`src/rtl/nc_predictor.sv`:
```
// nC predictor for CAVLC coeff_token table select: left register + top line buffer, raster walk, frame wrap.
// Optional NC_CHROMA_DC_EN adds the chroma DC request input and nc_chroma_dc output (nC = -1).
module nc_predictor #(
    parameter int TC_W     = 5,
    parameter int BLK_COLS = 8,
    parameter int BLK_ROWS = 8,
    parameter int COL_W    = $clog2(BLK_COLS),
    parameter int ROW_W    = $clog2(BLK_ROWS)
) (
    input  logic             i_clk,
    input  logic             i_rst,
    input  logic             i_sof,
    input  logic             i_blk_valid,
`ifdef NC_CHROMA_DC_EN
    input  logic             i_blk_chroma_dc,
    output logic             o_nc_chroma_dc,
`endif
    output logic             o_blk_ready,
    output logic [TC_W-1:0]  o_nc,
    output logic             o_nc_valid,
    output logic [COL_W-1:0] o_blk_col,
    output logic [ROW_W-1:0] o_blk_row,
    input  logic             i_tc_valid,
    input  logic [TC_W-1:0]  i_tc,
    output logic             o_frame_done
);

    typedef enum logic [1:0] {
        S_IDLE    = 2'd0,
        S_READ    = 2'd1,
        S_CALC    = 2'd2,
        S_WAIT_TC = 2'd3
    } state_t;

    localparam logic [TC_W-1:0]  TC_MAX   = TC_W'(16);
    localparam logic [COL_W-1:0] COL_LAST = COL_W'(BLK_COLS - 1);
    localparam logic [ROW_W-1:0] ROW_LAST = ROW_W'(BLK_ROWS - 1);

    state_t           r_state;
    logic [COL_W-1:0] r_col;
    logic [ROW_W-1:0] r_row;
    logic [TC_W-1:0]  r_left;
    logic [TC_W-1:0]  r_top [BLK_COLS];
    logic [TC_W-1:0]  r_top_rd;
    logic [TC_W-1:0]  r_nc;
    logic             r_nc_valid;
    logic [COL_W-1:0] r_blk_col;
    logic [ROW_W-1:0] r_blk_row;
    logic             r_blk_ready;
    logic             r_frame_done;

    logic             w_req_cdc;
    logic             w_is_cdc;
    logic             w_accept;
    logic             w_wb;
    logic [COL_W-1:0] w_rd_col;
    logic             w_na_avail;
    logic             w_nb_avail;
    logic [TC_W:0]    w_sum;
    logic [TC_W-1:0]  w_nc;
    logic [TC_W-1:0]  w_tc_sat;
    logic             w_last_col;
    logic             w_last_row;

`ifdef NC_CHROMA_DC_EN
    logic r_cdc;
    logic r_nc_cdc;
    assign w_req_cdc      = i_blk_chroma_dc;
    assign w_is_cdc       = r_cdc;
    assign o_nc_chroma_dc = r_nc_cdc;
`else
    assign w_req_cdc = 1'b0;
    assign w_is_cdc  = 1'b0;
`endif

    assign w_accept   = (r_state == S_IDLE) && i_blk_valid;
    assign w_wb       = (r_state == S_WAIT_TC) && i_tc_valid;
    // sof coinciding with a request means the block is (0,0), so read top[0]
    assign w_rd_col   = i_sof ? '0 : r_col;

    assign w_na_avail = (r_col != '0);
    assign w_nb_avail = (r_row != '0);
    assign w_sum      = {1'b0, r_left} + {1'b0, r_top_rd} + (TC_W+1)'(1);
    assign w_tc_sat   = (i_tc > TC_MAX) ? TC_MAX : i_tc;
    assign w_last_col = (r_col == COL_LAST);
    assign w_last_row = (r_row == ROW_LAST);

    always_comb begin
        w_nc = '0;
        if (w_na_avail && w_nb_avail) begin
            w_nc = w_sum[TC_W:1];
        end else if (w_na_avail) begin
            w_nc = r_left;
        end else if (w_nb_avail) begin
            w_nc = r_top_rd;
        end
    end

    // Storage is deliberately unreset; availability masks whatever it holds.
    always_ff @(posedge i_clk) begin
        if (!i_rst && w_accept && !w_req_cdc) begin
            r_top_rd <= r_top[w_rd_col];
        end
        if (!i_rst && w_wb && !w_is_cdc) begin
            r_top[r_col] <= w_tc_sat;
            r_left       <= w_tc_sat;
        end
    end

    always_ff @(posedge i_clk) begin
        if (i_rst) begin
            r_state      <= S_IDLE;
            r_col        <= '0;
            r_row        <= '0;
            r_nc         <= '0;
            r_nc_valid   <= 1'b0;
            r_blk_col    <= '0;
            r_blk_row    <= '0;
            r_blk_ready  <= 1'b1;
            r_frame_done <= 1'b0;
`ifdef NC_CHROMA_DC_EN
            r_cdc        <= 1'b0;
            r_nc_cdc     <= 1'b0;
`endif
        end else begin
            r_nc_valid   <= 1'b0;
            r_frame_done <= 1'b0;
            case (r_state)
                S_IDLE: begin
                    if (i_sof) begin
                        r_col <= '0;
                        r_row <= '0;
                    end
                    if (i_blk_valid) begin
                        r_state     <= S_READ;
                        r_blk_ready <= 1'b0;
`ifdef NC_CHROMA_DC_EN
                        r_cdc       <= i_blk_chroma_dc;
`endif
                    end
                end
                S_READ: begin
                    r_nc       <= w_is_cdc ? '0 : w_nc;
                    r_blk_col  <= r_col;
                    r_blk_row  <= r_row;
                    r_nc_valid <= 1'b1;
`ifdef NC_CHROMA_DC_EN
                    r_nc_cdc   <= r_cdc;
`endif
                    r_state    <= S_CALC;
                end
                S_CALC: begin
                    r_state <= S_WAIT_TC;
                end
                S_WAIT_TC: begin
                    if (i_tc_valid) begin
                        r_state     <= S_IDLE;
                        r_blk_ready <= 1'b1;
                        if (!w_is_cdc) begin
                            if (w_last_col) begin
                                r_col <= '0;
                                if (w_last_row) begin
                                    r_row        <= '0;
                                    r_frame_done <= 1'b1;
                                end else begin
                                    r_row <= r_row + ROW_W'(1);
                                end
                            end else begin
                                r_col <= r_col + COL_W'(1);
                            end
                        end
                    end
                end
                default: begin
                    r_state     <= S_IDLE;
                    r_blk_ready <= 1'b1;
                end
            endcase
        end
    end

    assign o_blk_ready  = r_blk_ready;
    assign o_nc         = r_nc;
    assign o_nc_valid   = r_nc_valid;
    assign o_blk_col    = r_blk_col;
    assign o_blk_row    = r_blk_row;
    assign o_frame_done = r_frame_done;

endmodule

```
`config.mk`:
```
export PLATFORM = sky130hd
export DESIGN_NAME = nc_predictor
export DESIGN_NICKNAME = d
export VERILOG_FILES = /design/src/rtl/nc_predictor.sv
export SDC_FILE = /design/constraint.sdc
export NUM_CORES = 1
export LEC_CHECK = 0
export CAP_MARGIN = 20
export CORE_ASPECT_RATIO = 1.4
export CORE_UTILIZATION = 35
export DETAILED_ROUTE_END_ITERATION = 8
export HOLD_SLACK_MARGIN = 0.12
export PLACE_DENSITY = 0.6
export SETUP_SLACK_MARGIN = 0.1
export SLEW_MARGIN = 5
export SYNTH_ARGS = -nofsm -noshare
export SYNTH_HDL_FRONTEND = slang
export SYNTH_SLANG_ARGS = --single-unit
```
`constraint.sdc`:
```
create_clock -name i_clk -period 6.25 [get_ports i_clk]
set_input_delay 0.625 -clock i_clk [delete_from_list [all_inputs] [get_ports i_clk]]
set_output_delay 0.625 -clock i_clk [all_outputs]
set_load 0.05 [all_outputs]
```
==> impl_table.tex, run 1 <==
\begin{tabular}{lr}
\hline
Metric & Value \\
\hline
\multicolumn{2}{l}{\textbf{Power}} \\
Clk network pwr share & between 30 and 40\% \\
Internal power contribution & slightly above 1000 uW \\
Largest voltage drop on the vdd net & 0.182 mV \\
Total power per unit cell area & 377 nW/um\^{}2 \\
Portion of total power attributed to sequential cells & 39.8\% \\
Overall power & roughly 1500 uW \\
Standby leakage power & about 0.0013 uW \\
Net switching power figure & around 420 uW \\
Comb pwr share & a little under a quarter \\
Switching share of power & between 20\% and 30\% \\
\multicolumn{2}{l}{\textbf{Detailed routing}} \\
DRC violation count after routing & 0 \\
Number of nets with antenna violations after detailed routing & 0 \\
Drt total wl & roughly 6300 um \\
First-pass iteration count of the detailed router & 4 \\
Via count & $\sim$1900 \\
Routed length per instance & 16.6 um \\
Starting DRT DRC Count & 90 \\
Via-to-Cell Ratio & around 5.1 \\
\multicolumn{2}{l}{\textbf{STA}} \\
Hold slack & $\sim$0.48 ns \\
Post-route fraction of the period consumed by the critical path & approximately 44\% \\
Final worst path period need & 2.73 ns \\
Transition time at the pin with the least slew margin & between 0.8 and 0.9 ns \\
Clk\_skew & around 0.0042 ns \\
Final hold violation count & 0 \\
Max Clk Rate & $\sim$370 MHz \\
Final-layout setup total negative slack & 0 ns \\
Headroom to the max-slew limit & around 45\% \\
Unrepaired setup endpoints after global routing & false \\
Number of failing setup endpoints in the final timing report & 0 \\
Number of slew-limit violations in the final report & 0 \\
\multicolumn{2}{l}{\textbf{Synth}} \\
Average size of a mapped cell & approximately 13 sq um \\
Share of synthesized cell area in full adder, half adder and majority cells & between 6 and 7\% \\
Xor-xnor portion of the synthesized cell area & 0.542\% \\
Post-synth EDFFs & 50 \\
Synth top area share & about 46\% \\
Unique cell type count in the Yosys netlist & 42 \\
Sequential cell area fraction in the yosys report & between 60\% and 70\% \\
Commonest register cell after synthesis & sky130\_fd\_sc\_hd\_\_edfxtp\_1 \\
Total standard cell area after synthesis & between 3000 and 4000 sq um \\
Post-synthesis async set-or-reset flop share & 0\% \\
Share of synthesized cell area in and, or, nand and nor gates & around an eighth \\
Post-synthesis mux area share & between 10 and 15\% \\
Cell types with the largest area share after synthesis & sky130\_fd\_sc\_hd\_\_edfxtp\_1, sky130\_fd\_sc\_hd\_\_dfxtp\_1, sky130\_fd\_sc\_hd\_\_mux4\_2, sky130\_fd\_sc\_hd\_\_ha\_1, sky130\_fd\_sc\_hd\_\_nor2\_1 \\
Yosys warning total & 0 \\
Dominant combinational cell family by area after synthesis & multiplexers \\
Post-Syn Nets & between 200 and 300 \\
Number of standard cells after synthesis & between 200 and 250 \\
Library cell with the largest summed area after synthesis & sky130\_fd\_sc\_hd\_\_edfxtp\_1 \\
Count of state elements after synthesis & slightly above 70 \\
Synth Area in Compound Gates & 6.04\% \\
\multicolumn{2}{l}{\textbf{Floorplanning}} \\
Core box area & $\sim$9000 sq um \\
Height of the die & between 100 and 150 um \\
Initial standard-cell utilization of the core & a little over a third \\
IO Pins & 24 \\
Floorplan die area & 9620 sq um \\
Horizontal die dimension & slightly above 80 um \\
Number of cell rows & $\sim$40 \\
\multicolumn{2}{l}{\textbf{GRT}} \\
Global-route congestion overflow total & 0 \\
Via count of the first global-routing pass & 1949 \\
First-pass GRT wire length & roughly 10000 um \\
Overall fraction of global-route tracks in use & between 10\% and 20\% \\
Antenna violations before repair & 0 \\
Maximum number of pins on one net before global-route repair & 24 \\
\multicolumn{2}{l}{\textbf{Layout}} \\
Layout cell share with drive strength beyond 1 & 12.5\% \\
\# diodes & 0 \\
Count of fill cells added during filler insertion & about 820 \\
Commonest cells after routing, fill and taps aside & sky130\_fd\_sc\_hd\_\_edfxtp\_1, sky130\_fd\_sc\_hd\_\_nor2\_1, sky130\_fd\_sc\_hd\_\_clkdlybuf4s50\_1 \\
Count of placed standard cells in the final layout, fillers left out & 380 \\
Layout area overhead & 19.4\% \\
Most common cell after layout, fill and taps aside & sky130\_fd\_sc\_hd\_\_edfxtp\_1 \\
Net count reported at finish & between 200 and 300 \\
\multicolumn{2}{l}{\textbf{Placed design}} \\
Placed cell count & 364 \\
Port bufs & 23 \\
Final estimated routing congestion in global placement & about 0.84 \\
DP HPWL & 4690 um \\
\multicolumn{2}{l}{\textbf{Clock network}} \\
TritonCTS clock tree & built \\
Latest clock arrival within the worst-skew pair & between 0.3 and 0.4 ns \\
Number of buffers on the longest clock path & 2 \\
Post-CTS Setup Inserts & 0 \\
TritonCTS sink count & between 70 and 80 \\
Deepest level of the CTS H-tree & 3 \\
CTS clock-pin slew for the worst setup and hold paths & about 0.05 ns \\
Count of instances resized after the clock tree is built & 0 \\
Inserted Clock Buffers & 9 \\
Master cell of the clock root buffer & sky130\_fd\_sc\_hd\_\_clkbuf\_16 \\
\# hold bufs at CTS & 0 \\
\multicolumn{2}{l}{\textbf{Worst setup path}} \\
Worst Setup SP & i\_tc\_valid \\
Crit path max fanout & 8 \\
Register-to-register path setup slack & about 3.6 ns \\
CP Launch Type & primary input \\
Setup CP Type & primary input to flip-flop \\
FF-to-FF path depth & 5 \\
Crit path required time & between 6 and 7 ns \\
Worst setup endpoint & r\_top[0][1] \\
Critical R2R Capture & r\_top[0][1] \\
Signal arrival time at the worst endpoint & roughly 2.7 ns \\
Category of the worst setup path capture point & flip-flop \\
Launch point of the worst reg-to-reg path & r\_state[0] \\
\multicolumn{2}{l}{\textbf{Hold path}} \\
Worst min-delay path class & flip-flop to flip-flop \\
Hold Path Origin & o\_nc[1] \\
\multicolumn{2}{l}{\textbf{Status}} \\
Status & finished clean \\
\multicolumn{2}{l}{\textbf{Flow run}} \\
Reported max-cap violation count & 0 \\
\hline
\end{tabular}
## cell usage after synthesis, types with 2 or more instances
cell and count:
sky130_fd_sc_hd__a21oi_1 8, sky130_fd_sc_hd__a22o_1 2, sky130_fd_sc_hd__a311oi_1 2, sky130_fd_sc_hd__a32oi_1 2
sky130_fd_sc_hd__and2_1 2, sky130_fd_sc_hd__buf_1 2, sky130_fd_sc_hd__buf_2 4, sky130_fd_sc_hd__buf_6 2
sky130_fd_sc_hd__clkbuf_1 4, sky130_fd_sc_hd__dfxtp_1 22, sky130_fd_sc_hd__edfxtp_1 50, sky130_fd_sc_hd__ha_1 14
sky130_fd_sc_hd__inv_1 9, sky130_fd_sc_hd__mux2_2 5, sky130_fd_sc_hd__mux2i_1 10, sky130_fd_sc_hd__mux4_2 10
sky130_fd_sc_hd__nand2_1 13, sky130_fd_sc_hd__nand2b_1 6, sky130_fd_sc_hd__nand3_1 8, sky130_fd_sc_hd__nor2_1 32
sky130_fd_sc_hd__nor2b_1 10, sky130_fd_sc_hd__nor3_1 5, sky130_fd_sc_hd__o211ai_1 3
## layout make-up
cell class	count	area [sq um]	area share, %
clock buffers	9	225	5.84
clock inverters	7	86.3	2.24
flip-flops and latches	72	1940	50.4
inverters	9	33.8	0.876
multi-input cells	151	1190	30.8
well taps	107	134	3.47
repair buffers	25	245	6.36
## flip-flops by register name, summed over array words and instances (netlist names)
register	count
r_col	3
o_nc_valid	1
o_blk_ready	1
o_blk_col	3
r_top	40
r_left	5
o_frame_done	1
r_row	3
o_nc	5
r_top_rd	5
o_blk_row	3
r_state	2
## power by group through the flow
stage / clock [uW] / sequential [uW] / combinational (uW)
6_report: 529 / 579 / 347
5_1_grt: 563 / 585 / 377
4_1_cts: 544 / 580 / 352
3_5_place_dp: 0 / 589 / 350
3_3_place_gp: 0 / 589 / 347
2_1_floorplan: 0 / 628 / 225
## worst min-delay path by stage
stage               depth (start not counted)           end  slack (ns)
floorplan                                   2  o_blk_row[1]        0.49
global placement                            1       o_nc[4]        0.48
detailed placement                          1       o_nc[4]        0.47
CTS                                         2       o_nc[1]        0.49
global route                                1       o_nc[4]        0.52
finish                                      2       o_nc[1]        0.48
## per-stage QoR
stage | util (%) | instance area [sq um] | setup slack (ns)
after detailed placement | 39.5 | 3540 | 3.13
after CTS | 42.9 | 3850 | 3.49
final | 42.9 | 3850 | 3.52
after floorplan | - | 3230 | 4.12
after global routing | 42.9 | 3850 | 3.29
after global placement | 39.5 | 3540 | 3.20
## worst max-delay path, stage by stage
cell,delay [ns]
sky130_fd_sc_hd__clkdlybuf4s50_1,0.60
sky130_fd_sc_hd__nand2_1,0.14
sky130_fd_sc_hd__nor2_1,0.52
sky130_fd_sc_hd__nand2_1,0.24
sky130_fd_sc_hd__nor3_1,0.57
## logic make-up after synthesis
group,count (synthesis)
mux,26
compound gates,27
simple gates,81
xor+xnor,2
flops,72
buf+inv,21
fa+ha+maj,15
## routing by layer
metal,GRT usage [%],routed length [um],part of all wire (%),up-vias
met4,8.16,195,3.1,0
met5,0,0,0,-
met3,4.27,221,3.5,19
li1,-,-,-,938
met2,26.4,3440,55,37
met1,14.7,2440,39,940
No activity file was read; power rests on OpenSTA's default activity.
==> run 2: changes to the inputs <==
- clock period: 6.25 -> 2.8 ns (I/O delays scaled with it)
==> impl_table.tex, run 2 (synthesis gave the netlist of run 1 again) <==
\begin{tabular}{lr}
\hline
Metric & Value \\
\hline
\multicolumn{2}{l}{\textbf{Placed design}} \\
Final estimated routing congestion in global placement & 0.793 (-5.4\%) \\
DP HPWL & 4680 um (-0.23\%) \\
Placed Area & 3600 sq um (+1.7\%) \\
Port bufs & 23 (unchanged) \\
\multicolumn{2}{l}{\textbf{Detailed routing}} \\
Met2 wirelength from detailed routing & 3330 um (-3.1\%) \\
Drt total wl & 6220 um (-1.1\%) \\
Wl on met1 & 2540 um (+4.3\%) \\
Via count & 1924 (-0.52\%) \\
Number of nets with antenna violations after detailed routing & 0 (unchanged) \\
Highest signal layer in the routed design & met4 \\
Starting DRT DRC Count & 101 (+12\%) \\
DR WL met3 & 155 um (-30\%) \\
First-pass iteration count of the detailed router & 4 (unchanged) \\
DRC violation count after routing & 0 (unchanged) \\
Routed length per instance & 16.0 um (-3.2\%) \\
Via-to-Cell Ratio & 4.96 (-2.6\%) \\
\multicolumn{2}{l}{\textbf{Clock network}} \\
Deepest level of the CTS H-tree & 3 (unchanged) \\
\# hold bufs at CTS & 0 (unchanged) \\
Inserted Clock Buffers & 9 (unchanged) \\
Latest clock arrival within the worst-skew pair & 0.32 ns (about the same) \\
Master cell of the clock root buffer & sky130\_fd\_sc\_hd\_\_clkbuf\_16 \\
Post-CTS Setup Inserts & 0 (unchanged) \\
TritonCTS sink count & 72 (unchanged) \\
Count of instances resized after the clock tree is built & 0 (unchanged) \\
Number of buffers on the longest clock path & 2 (unchanged) \\
CTS clock-pin slew for the worst setup and hold paths & 0.05 ns (about the same) \\
TritonCTS clock tree & built \\
\multicolumn{2}{l}{\textbf{Flow run}} \\
Reported max-cap violation count & 0 (unchanged) \\
\multicolumn{2}{l}{\textbf{STA}} \\
Clk\_skew & 0.00283 ns (-0.00133 ns) \\
Final-layout setup total negative slack & 0 ns (unchanged) \\
Final worst path period need & 2.02 ns \\
Number of failing setup endpoints in the final timing report & 0 (unchanged) \\
Unrepaired setup endpoints after global routing & false \\
Transition time at the pin with the least slew margin & 0.756 ns (-0.0738 ns) \\
Final hold violation count & 0 (unchanged) \\
Number of slew-limit violations in the final report & 0 (unchanged) \\
Headroom to the max-slew limit & 49.5\% (+4.9 points) \\
Post-route fraction of the period consumed by the critical path & between 70\% and 80\% \\
Max Clk Rate & about 500 MHz \\
\multicolumn{2}{l}{\textbf{Power}} \\
Switching share of power & 29.3\% (+0.27 points) \\
Internal power contribution & 2260 uW (+120\%) \\
Total power per unit cell area & 820 nW/um\^{}2 (+120\%) \\
Portion of total power attributed to sequential cells & 39.6\% (-0.2 points) \\
Standby leakage power & 0.00138 uW (+2.8\%) \\
Clk network pwr share & 34.2\% (-2.1 points) \\
Comb pwr share & 26.2\% (+2.3 points) \\
Net switching power figure & 936 uW (+120\%) \\
Overall power & 3200 uW (+120\%) \\
Largest voltage drop on the vdd net & 0.440 mV (+140\%) \\
\multicolumn{2}{l}{\textbf{Layout}} \\
Area of the multi-input gates & 1190 sq um (unchanged) \\
Most common cell after layout, fill and taps aside & sky130\_fd\_sc\_hd\_\_edfxtp\_1 \\
Layout cell share with drive strength beyond 1 & 14.6\% (+2.1 points) \\
Share of the core filled with cells in the final layout & 43.4\% (+0.49 points) \\
Area taken by flip-flops and latches & 1940 sq um (unchanged) \\
Final cell area excluding filler cells & 3900 sq um (+1.1\%) \\
Top register by number of flip-flops & r\_top \\
Net count reported at finish & 301 (+2.7\%) \\
Commonest cells after routing, fill and taps aside & sky130\_fd\_sc\_hd\_\_edfxtp\_1, sky130\_fd\_sc\_hd\_\_nor2\_1, sky130\_fd\_sc\_hd\_\_clkdlybuf4s50\_1 \\
Layout area overhead & 20.7\% \\
Flip-flop count of the largest register after layout & 40 (unchanged) \\
\# diodes & 0 (unchanged) \\
Count of fill cells added during filler insertion & 809 (-1.1\%) \\
\multicolumn{2}{l}{\textbf{Hold path}} \\
Worst min-delay path class & flip-flop to flip-flop \\
\multicolumn{2}{l}{\textbf{Worst setup path}} \\
Setup CP Type & flip-flop to flip-flop \\
CP Launch Type & flip-flop \\
Signal arrival time at the worst endpoint & 2.28 ns (-0.42 ns) \\
Critical path cell sequence & ha\_1 > nand2\_1 > a211oi\_2 > mux2\_1 > nor2\_1 \\
Cell family with the largest share of critical-path delay & flip-flops \\
Critical Path Slowest Stage Cell & sky130\_fd\_sc\_hd\_\_dfxtp\_1 \\
Critical Path Max Stage Delay & 0.76 ns (+0.16 ns) \\
Buffers and inverters on the worst path & 0 (-1) \\
Crit path required time & 3.07 ns (-3.14 ns) \\
Category of the worst setup path capture point & flip-flop \\
Crit path max fanout & 16 (+8) \\
\multicolumn{2}{l}{\textbf{GRT}} \\
Antenna violations before repair & 0 (unchanged) \\
Via count of the first global-routing pass & 1931 (-0.92\%) \\
Global-route congestion overflow total & 0 (unchanged) \\
Overall fraction of global-route tracks in use & 14.1\% (-0.29 points) \\
Maximum number of pins on one net before global-route repair & 23 (-4.2\%) \\
First-pass GRT wire length & 10100 um (-1.1\%) \\
\multicolumn{2}{l}{\textbf{Floorplanning}} \\
Height of the die & 116 um (unchanged) \\
Number of cell rows & 41 (unchanged) \\
Floorplan die area & 9620 sq um (unchanged) \\
Core box area & 8980 sq um (unchanged) \\
Horizontal die dimension & 83.2 um (unchanged) \\
Initial standard-cell utilization of the core & 36.0\% (unchanged) \\
IO Pins & 24 (unchanged) \\
\multicolumn{2}{l}{\textbf{Status}} \\
Status & finished clean \\
\hline
\end{tabular}
-- run 2: changes by cell type in the layout (fill, tap and decap cells not counted), sizes merged --
cell / before / now
clkbuf: 9 / 14
bufinv: 2 / 0
clkinv: 4 / 2
clkinvlp: 1 / 0
buf: 2 / 10
-- run 2: power groups by stage --
stage	registers [uW]	clock network [uW]	logic (uW)
floorplan	1400	0	502
global placement	1290	0	845
detailed placement	1290	0	846
CTS	1270	1120	852
global route	1280	1160	921
finish	1270	1090	838
-- run 2: worst reg2reg max path: cells and delay by family, from the launching register on --
kind | cells | cell delay [ns]
adder cells (fa/ha/maj) | 1 | 0.31
flip-flops | 1 | 0.76
multiplexers | 1 | 0.36
AND/OR/NAND/NOR | 2 | 0.15
AO/OA/AOI/OAI | 1 | 0.39
-- run 2: worst paths after layout --
path              slack [ns]  endpoint      from  cells after the start
setup / recovery        0.78  r_row[1]  r_col[2]                      5
hold / removal          0.48   o_nc[1]   o_nc[1]                      2
setup reg to reg        0.78  r_row[1]  r_col[2]                      5
hold reg to reg         0.48   o_nc[1]   o_nc[1]                      2
-- run 2: cell type report --
type	instances	share of cell area [%]
clock buffers	14	7.32
clock inverters	2	0.257
inverters	9	0.866
multi-input cells	151	30.5
flip-flops and latches	72	49.8
well taps	107	3.43
repair buffers	33	7.83
-- run 2: per-layer routing --
layer | vias to the layer above | global-route usage (%)
met5 | - | 0
li1 | 955 | -
met1 | 928 | 15.2
met4 | 0 | 8.05
met3 | 12 | 3.13
met2 | 29 | 25.7
-- run 2: through the flow --
stage	std cells	worst slack [ns]	hold slack [ns]
after CTS	388	0.738	0.485
after floorplan	244	0.668	0.375
after global placement	372	0.748	0.476
after global routing	388	0.563	0.504
final	388	0.782	0.482
after detailed placement	372	0.701	0.478
